--- src/rtl/regfile_pkg.sv ---
// Shared constants for the multi-port register file.
package regfile_pkg;
  localparam int RF_DATA_W   = 32;
  localparam int RF_ADDR_W   = 5;
  localparam int RF_ZERO_REG = 0;
  localparam int RF_MIN_PORT = 1;
  localparam int RF_MAX_NRD  = 4;
  localparam int RF_MAX_NWR  = 2;
endpackage

--- src/rtl/regfile_scoreboard.sv ---
// Pending-write scoreboard: one busy bit per register, set by reserve,
// cleared by a committed write. A reserve wins over a same-cycle write so
// that the newer producer keeps ownership. Register 0 is never busy.
module regfile_scoreboard
  import regfile_pkg::*;
#(
  parameter int ADDR_W = RF_ADDR_W,
  parameter int NRD    = 2,
  parameter int NWR    = 1
) (
  input  logic                  clk,
  input  logic                  rst,
  input  logic [NRD*ADDR_W-1:0] ra,
  input  logic [NWR-1:0]        we,
  input  logic [NWR*ADDR_W-1:0] wa,
  input  logic                  rsv,
  input  logic [ADDR_W-1:0]     rsv_a,
  output logic [NRD-1:0]        rbusy
);
  localparam int DEPTH = 1 << ADDR_W;

  logic [DEPTH-1:0] busy, busy_nxt;

  // Release on committed writes first, then apply the reservation on top.
  always_comb begin
    busy_nxt = busy;
    for (int j = 0; j < NWR; j++)
      if (we[j] && wa[j*ADDR_W +: ADDR_W] != ADDR_W'(RF_ZERO_REG))
        busy_nxt[wa[j*ADDR_W +: ADDR_W]] = 1'b0;
    if (rsv && rsv_a != ADDR_W'(RF_ZERO_REG))
      busy_nxt[rsv_a] = 1'b1;
    busy_nxt[RF_ZERO_REG] = 1'b0;
  end

  // Busy vector register; reset drops every outstanding reservation.
  always_ff @(posedge clk) begin
    if (rst) busy <= '0;
    else     busy <= busy_nxt;
  end

  // Per-port lookup of registered busy state.
  always_comb begin
    rbusy = '0;
    for (int k = 0; k < NRD; k++)
      rbusy[k] = busy[ra[k*ADDR_W +: ADDR_W]];
  end
endmodule

--- src/rtl/regfile_mp.sv ---
// Parametrised multi-port register file with hardwired zero register,
// write-port priority (highest index wins) and a RAW-hazard scoreboard.
// Optional macro REGFILE_BYPASS_EN adds same-cycle write-through forwarding.
module regfile_mp
  import regfile_pkg::*;
#(
  parameter int DATA_W = RF_DATA_W,
  parameter int ADDR_W = RF_ADDR_W,
  parameter int NRD    = 2,
  parameter int NWR    = 1
) (
  input  logic                  clk,
  input  logic                  rst,
  input  logic [NRD*ADDR_W-1:0] ra,
  output logic [NRD*DATA_W-1:0] rd,
  output logic [NRD-1:0]        rbusy,
  input  logic [NWR-1:0]        we,
  input  logic [NWR*ADDR_W-1:0] wa,
  input  logic [NWR*DATA_W-1:0] wd,
  input  logic                  rsv,
  input  logic [ADDR_W-1:0]     rsv_a
);
  localparam int DEPTH = 1 << ADDR_W;

  generate
    if (NRD < RF_MIN_PORT || NRD > RF_MAX_NRD) begin : g_bad_nrd
      $error("regfile_mp: NRD must be in 1..4");
    end
    if (NWR < RF_MIN_PORT || NWR > RF_MAX_NWR) begin : g_bad_nwr
      $error("regfile_mp: NWR must be in 1..2");
    end
  endgenerate

  logic [DATA_W-1:0] mem [DEPTH];
  logic [NRD-1:0]    sb_busy;

  // Data array; ports applied in index order so the highest port wins a
  // same-address collision. Register 0 is never written.
  always_ff @(posedge clk) begin
    if (rst) begin
      for (int i = 0; i < DEPTH; i++) mem[i] <= '0;
    end else begin
      for (int j = 0; j < NWR; j++)
        if (we[j] && wa[j*ADDR_W +: ADDR_W] != ADDR_W'(RF_ZERO_REG))
          mem[wa[j*ADDR_W +: ADDR_W]] <= wd[j*DATA_W +: DATA_W];
    end
  end

  regfile_scoreboard #(
    .ADDR_W (ADDR_W),
    .NRD    (NRD),
    .NWR    (NWR)
  ) u_sb (
    .clk   (clk),
    .rst   (rst),
    .ra    (ra),
    .we    (we),
    .wa    (wa),
    .rsv   (rsv),
    .rsv_a (rsv_a),
    .rbusy (sb_busy)
  );

  for (genvar k = 0; k < NRD; k++) begin : g_rd
    logic [ADDR_W-1:0] ra_k;
    logic [DATA_W-1:0] rd_k;
    logic              rbusy_k;

    assign ra_k = ra[k*ADDR_W +: ADDR_W];

    // Read mux: zero register forced to 0, optional write-through forwarding.
    always_comb begin
      rd_k    = (ra_k == ADDR_W'(RF_ZERO_REG)) ? '0 : mem[ra_k];
      rbusy_k = sb_busy[k];
`ifdef REGFILE_BYPASS_EN
      for (int j = 0; j < NWR; j++)
        if (we[j] && ra_k != ADDR_W'(RF_ZERO_REG) && wa[j*ADDR_W +: ADDR_W] == ra_k) begin
          rd_k    = wd[j*DATA_W +: DATA_W];
          rbusy_k = rsv && (rsv_a == ra_k);
        end
`endif
    end

    assign rd[k*DATA_W +: DATA_W] = rd_k;
    assign rbusy[k]               = rbusy_k;
  end
endmodule

--- config.mk ---
export PLATFORM = sky130hd
export DESIGN_NAME = regfile_mp
export DESIGN_NICKNAME = d
export VERILOG_FILES = /design/src/rtl/regfile_pkg.sv /design/src/rtl/regfile_scoreboard.sv /design/src/rtl/regfile_mp.sv
export SDC_FILE = /design/constraint.sdc
export NUM_CORES = 2
export LEC_CHECK = 0
export CAP_MARGIN = 20
export CORE_MARGIN = 10
export CORE_UTILIZATION = 55
export DETAILED_ROUTE_END_ITERATION = 10
export PLACE_DENSITY = 0.8
export SLEW_MARGIN = 10
export SYNTH_ARGS = -nofsm -noshare
export SYNTH_HDL_FRONTEND = slang
export SYNTH_SLANG_ARGS = --single-unit
--- constraint.sdc ---
create_clock -name clk -period 3.95 [get_ports clk]
set_clock_uncertainty 0.1 [all_clocks]
set_input_delay 0.395 -clock clk [delete_from_list [all_inputs] [get_ports clk]]
set_output_delay 0.395 -clock clk [all_outputs]
set_load 0.1 [all_outputs]
==> reports/qor.yml <==
power:
  p_per_area_nw_per_um2: 435.0
  p_sw_uw: 7472
  pwr-share-comb: 0.163
  sw_frac_of_total: 0.2671
  p_int_uw: 20500
  p_clk_frac: 0.364
  peakVddDrop_v: 0.0004055
  leakagePower_uw: 0.02213
  seq_power_share: 0.472
timing:
  period_needed_ns: 3.656
  fmax_ghz: 0.2735
  worstMarginPinSlew_ns: 1.168
  finalCritPeriodShare: 0.9256
  rsz0062_at_grt: "no"
  relSlewSlack: 0.2191
  setup_violations: 0
  fin_setup_tns_ns: 0
  slew_viol_final: 0
  hold_viol: 0
synthesis:
  yosysSeqAreaShare: 0.5590
  synth-compound-area-share: 0.05444
  synthFlopType: "edfxtp_1"
  synth_simple_gate_area_frac: 0.1302
  synth_edf_count: 1024
  async_reset_ff_frac: 0
  ys_types: 41
  synthCells: 3798
  synth_top_family_by_area: "multiplexers"
  synth_seq_cells: 1055
  yosys_warnings: 0
  synth.most_common_cell: "edfxtp_1"
  synth_xor_area_frac: 0
  synth_fa_ha_area_frac: 0
  synthTopCellsByArea: "edfxtp_1, mux4_2, and2_1, mux2i_1, clkbuf_1"
  syn_area_um2: 56120
  synth_top_area_cell: "edfxtp_1"
  synth.area.mux_share: 0.2234
  yosys-top-cells-count: "edfxtp_1, and2_1, mux4_2, clkbuf_1, mux2i_1"
  syn_area_per_cell_um2: 14.78
  synth_top_cell_area_share: 0.5479
clocking:
  cts_resized: 0
  htreeDepth: 3
  clockRootBuffer: "clkbuf_16"
  clock_latency_ns: 0.69
  cts_sinks: 1055
  hold_buffers: 0
  cts.reportedPaths.clkPinSlew_ns: 0.06
  cts_tree: "yes"
  post_cts_buffers: 0
  cts_buffers: 110
  cts_buffer_depth: 3
route:
  drc: 2
  drt-initial-drc-count: 5749
  routed_wl_um: 179200
  routedWlPerCell_um: 33.71
  drtPass1Iterations: 9
  ant_nets: 0
  vias_per_cell: 6.995
  dr_total_vias: 37193
die:
  placeableCoreArea_um2: 101600
  rows: 117
  die_w_um: 339.4
  fp.dieH_um: 339.4
  die-area_um2: 115200
  start_util: 0.5524
  io_pins: 122
global_routing:
  first_global_vias: 37592
  grt_usage: 0.3061
  grt_pass1_wl_um: 259200
  grt_antenna_before_repair: 16
  grt_max_degree: 71
  grt_overflow_total: 0
critical_path:
  path_class: "primary input to output pin"
  worstSetupStartpointType: "primary input"
  cp.required_ns: 3.45
  endpoint_kind: "output pin"
  cp_max_fo: 18
  arrival_ns: 3.16
placement:
  routabilityCongestion: 0.9793
  place_area_um2: 60700
  hpwl_um: 113200
  portBuffers: 121
min_path:
  hold_path.class: "primary input to flip-flop"
final_layout:
  nFillCells: 7182
  area_growth_pct: 14.58
  fin_area_um2: 64300
  final_layout_size_suffix_gt1_frac: 0.2781
  final_nets: 3905
run_status:
  violations: "design-rule violations"
  status: "finished with violations"
flow_run:
  drv_cap: 0
==> metal layers <==
metal  vias up  track usage  part of all wire
li1      14754            -                 -
met1     18562       0.3806              0.33
met2      3137       0.4681              0.45
met3       722      0.09245              0.14
met4        18       0.1922             0.076
met5         -            0           0.00069
==> registers in the layout, indices dropped and copies added (netlist names) <==
register / cells
mem: 1024
u_sb.busy: 31
==> critical path, stage by stage <==
cell and delay [ns]:
buf_2 0.53, or2_2 0.55, or4_1 0.26, buf_4 0.26, o21ai_0 0.15, a311oi_2 0.71
buf_12 0.26
==> cells by family after synthesis <==
kind of cell,Yosys count
other,1
DFF,1055
buffers and inverters,445
and+or+nand+nor,1206
AOI/OAI and AO/OA,429
muxes,662
==> cells in the final DEF (no fill, tap or decap), types with 7 or more instances in the layout <==
| cell | netlist | routed |
|---|---|---|
| a211oi_1 | 64 | 64 |
| a21o_2 | 0 | 28 |
| a221oi_1 | 46 | 46 |
| a22oi_1 | 64 | 64 |
| a311oi_2 | 0 | 64 |
| and2_1 | 994 | 994 |
| buf_12 | 0 | 114 |
| buf_4 | 6 | 143 |
| buf_8 | 0 | 10 |
| bufinv_16 | 0 | 8 |
| clkbuf_1 | 299 | 25 |
| clkbuf_16 | 0 | 113 |
| clkdlybuf4s50_1 | 0 | 44 |
| clkinv_1 | 1 | 26 |
| clkinv_2 | 0 | 24 |
| conb_1 | 1 | 32 |
| dfxtp_1 | 31 | 31 |
| edfxtp_1 | 1024 | 1024 |
| inv_1 | 35 | 33 |
| mux2_2 | 66 | 66 |
| mux2i_1 | 130 | 130 |
| mux4_2 | 466 | 466 |
| nand2_1 | 54 | 54 |
| nor2_1 | 42 | 11 |
| nor2_2 | 0 | 30 |
| nor2b_1 | 70 | 66 |
| nor3_1 | 8 | 7 |
| o2111ai_1 | 18 | 18 |
| o21ai_0 | 123 | 123 |
| o22ai_1 | 16 | 16 |
==> worst paths after layout <==
path | start | end | slack (ns) | depth (start not counted)
min reg2reg | u_sb.busy[10] | u_sb.busy[10] | 0.39 | 2
max reg2reg | u_sb.busy[20] | u_sb.busy[20] | 3.15 | 2
min | rst | mem[0][7] | 0.1 | 1
max | ra[3] | rd[13] | 0.29 | 7
==> area by class of cell <==
type	instances	area, um^2	area share
Multi-Input combinational cell	2329	23570	0.3666
Sequential cell	1055	31370	0.4878
Tap cell	1368	1712	0.02662
Inverter	36	136.4	0.002121
Antenna cell	5	12.51	0.0001946
Clock inverter	64	521.8	0.008114
Clock buffer	143	2990	0.04650
Timing Repair Buffer	317	3989	0.06203
==> power by group through the flow <==
stage | sequential, uW | clock, uW | combinational, uW
2_1_floorplan | 13300 | 0 | 2780
3_3_place_gp | 13400 | 0 | 4420
3_5_place_dp | 13400 | 0 | 4460
4_1_cts | 13200 | 10200 | 4480
5_1_grt | 13300 | 10700 | 4650
6_report | 13200 | 10200 | 4570
==> through the flow <==
step	hold slack, ns	setup slack [ns]	instances	utilization	total power, uW
4_1_cts	0.06258	0.5107	5307	0.6321	27920
3_3_place_gp	0.3657	0.5420	5099	0.5974	17780
5_1_grt	0.07734	0.3131	5312	0.6328	28610
3_5_place_dp	0.3771	0.5418	5100	0.5975	17880
6_report	0.09868	0.2939	5317	0.6329	27980
2_1_floorplan	0.3518	0.4826	3829	-	16080
No activity file was read; power rests on OpenSTA's default activity.
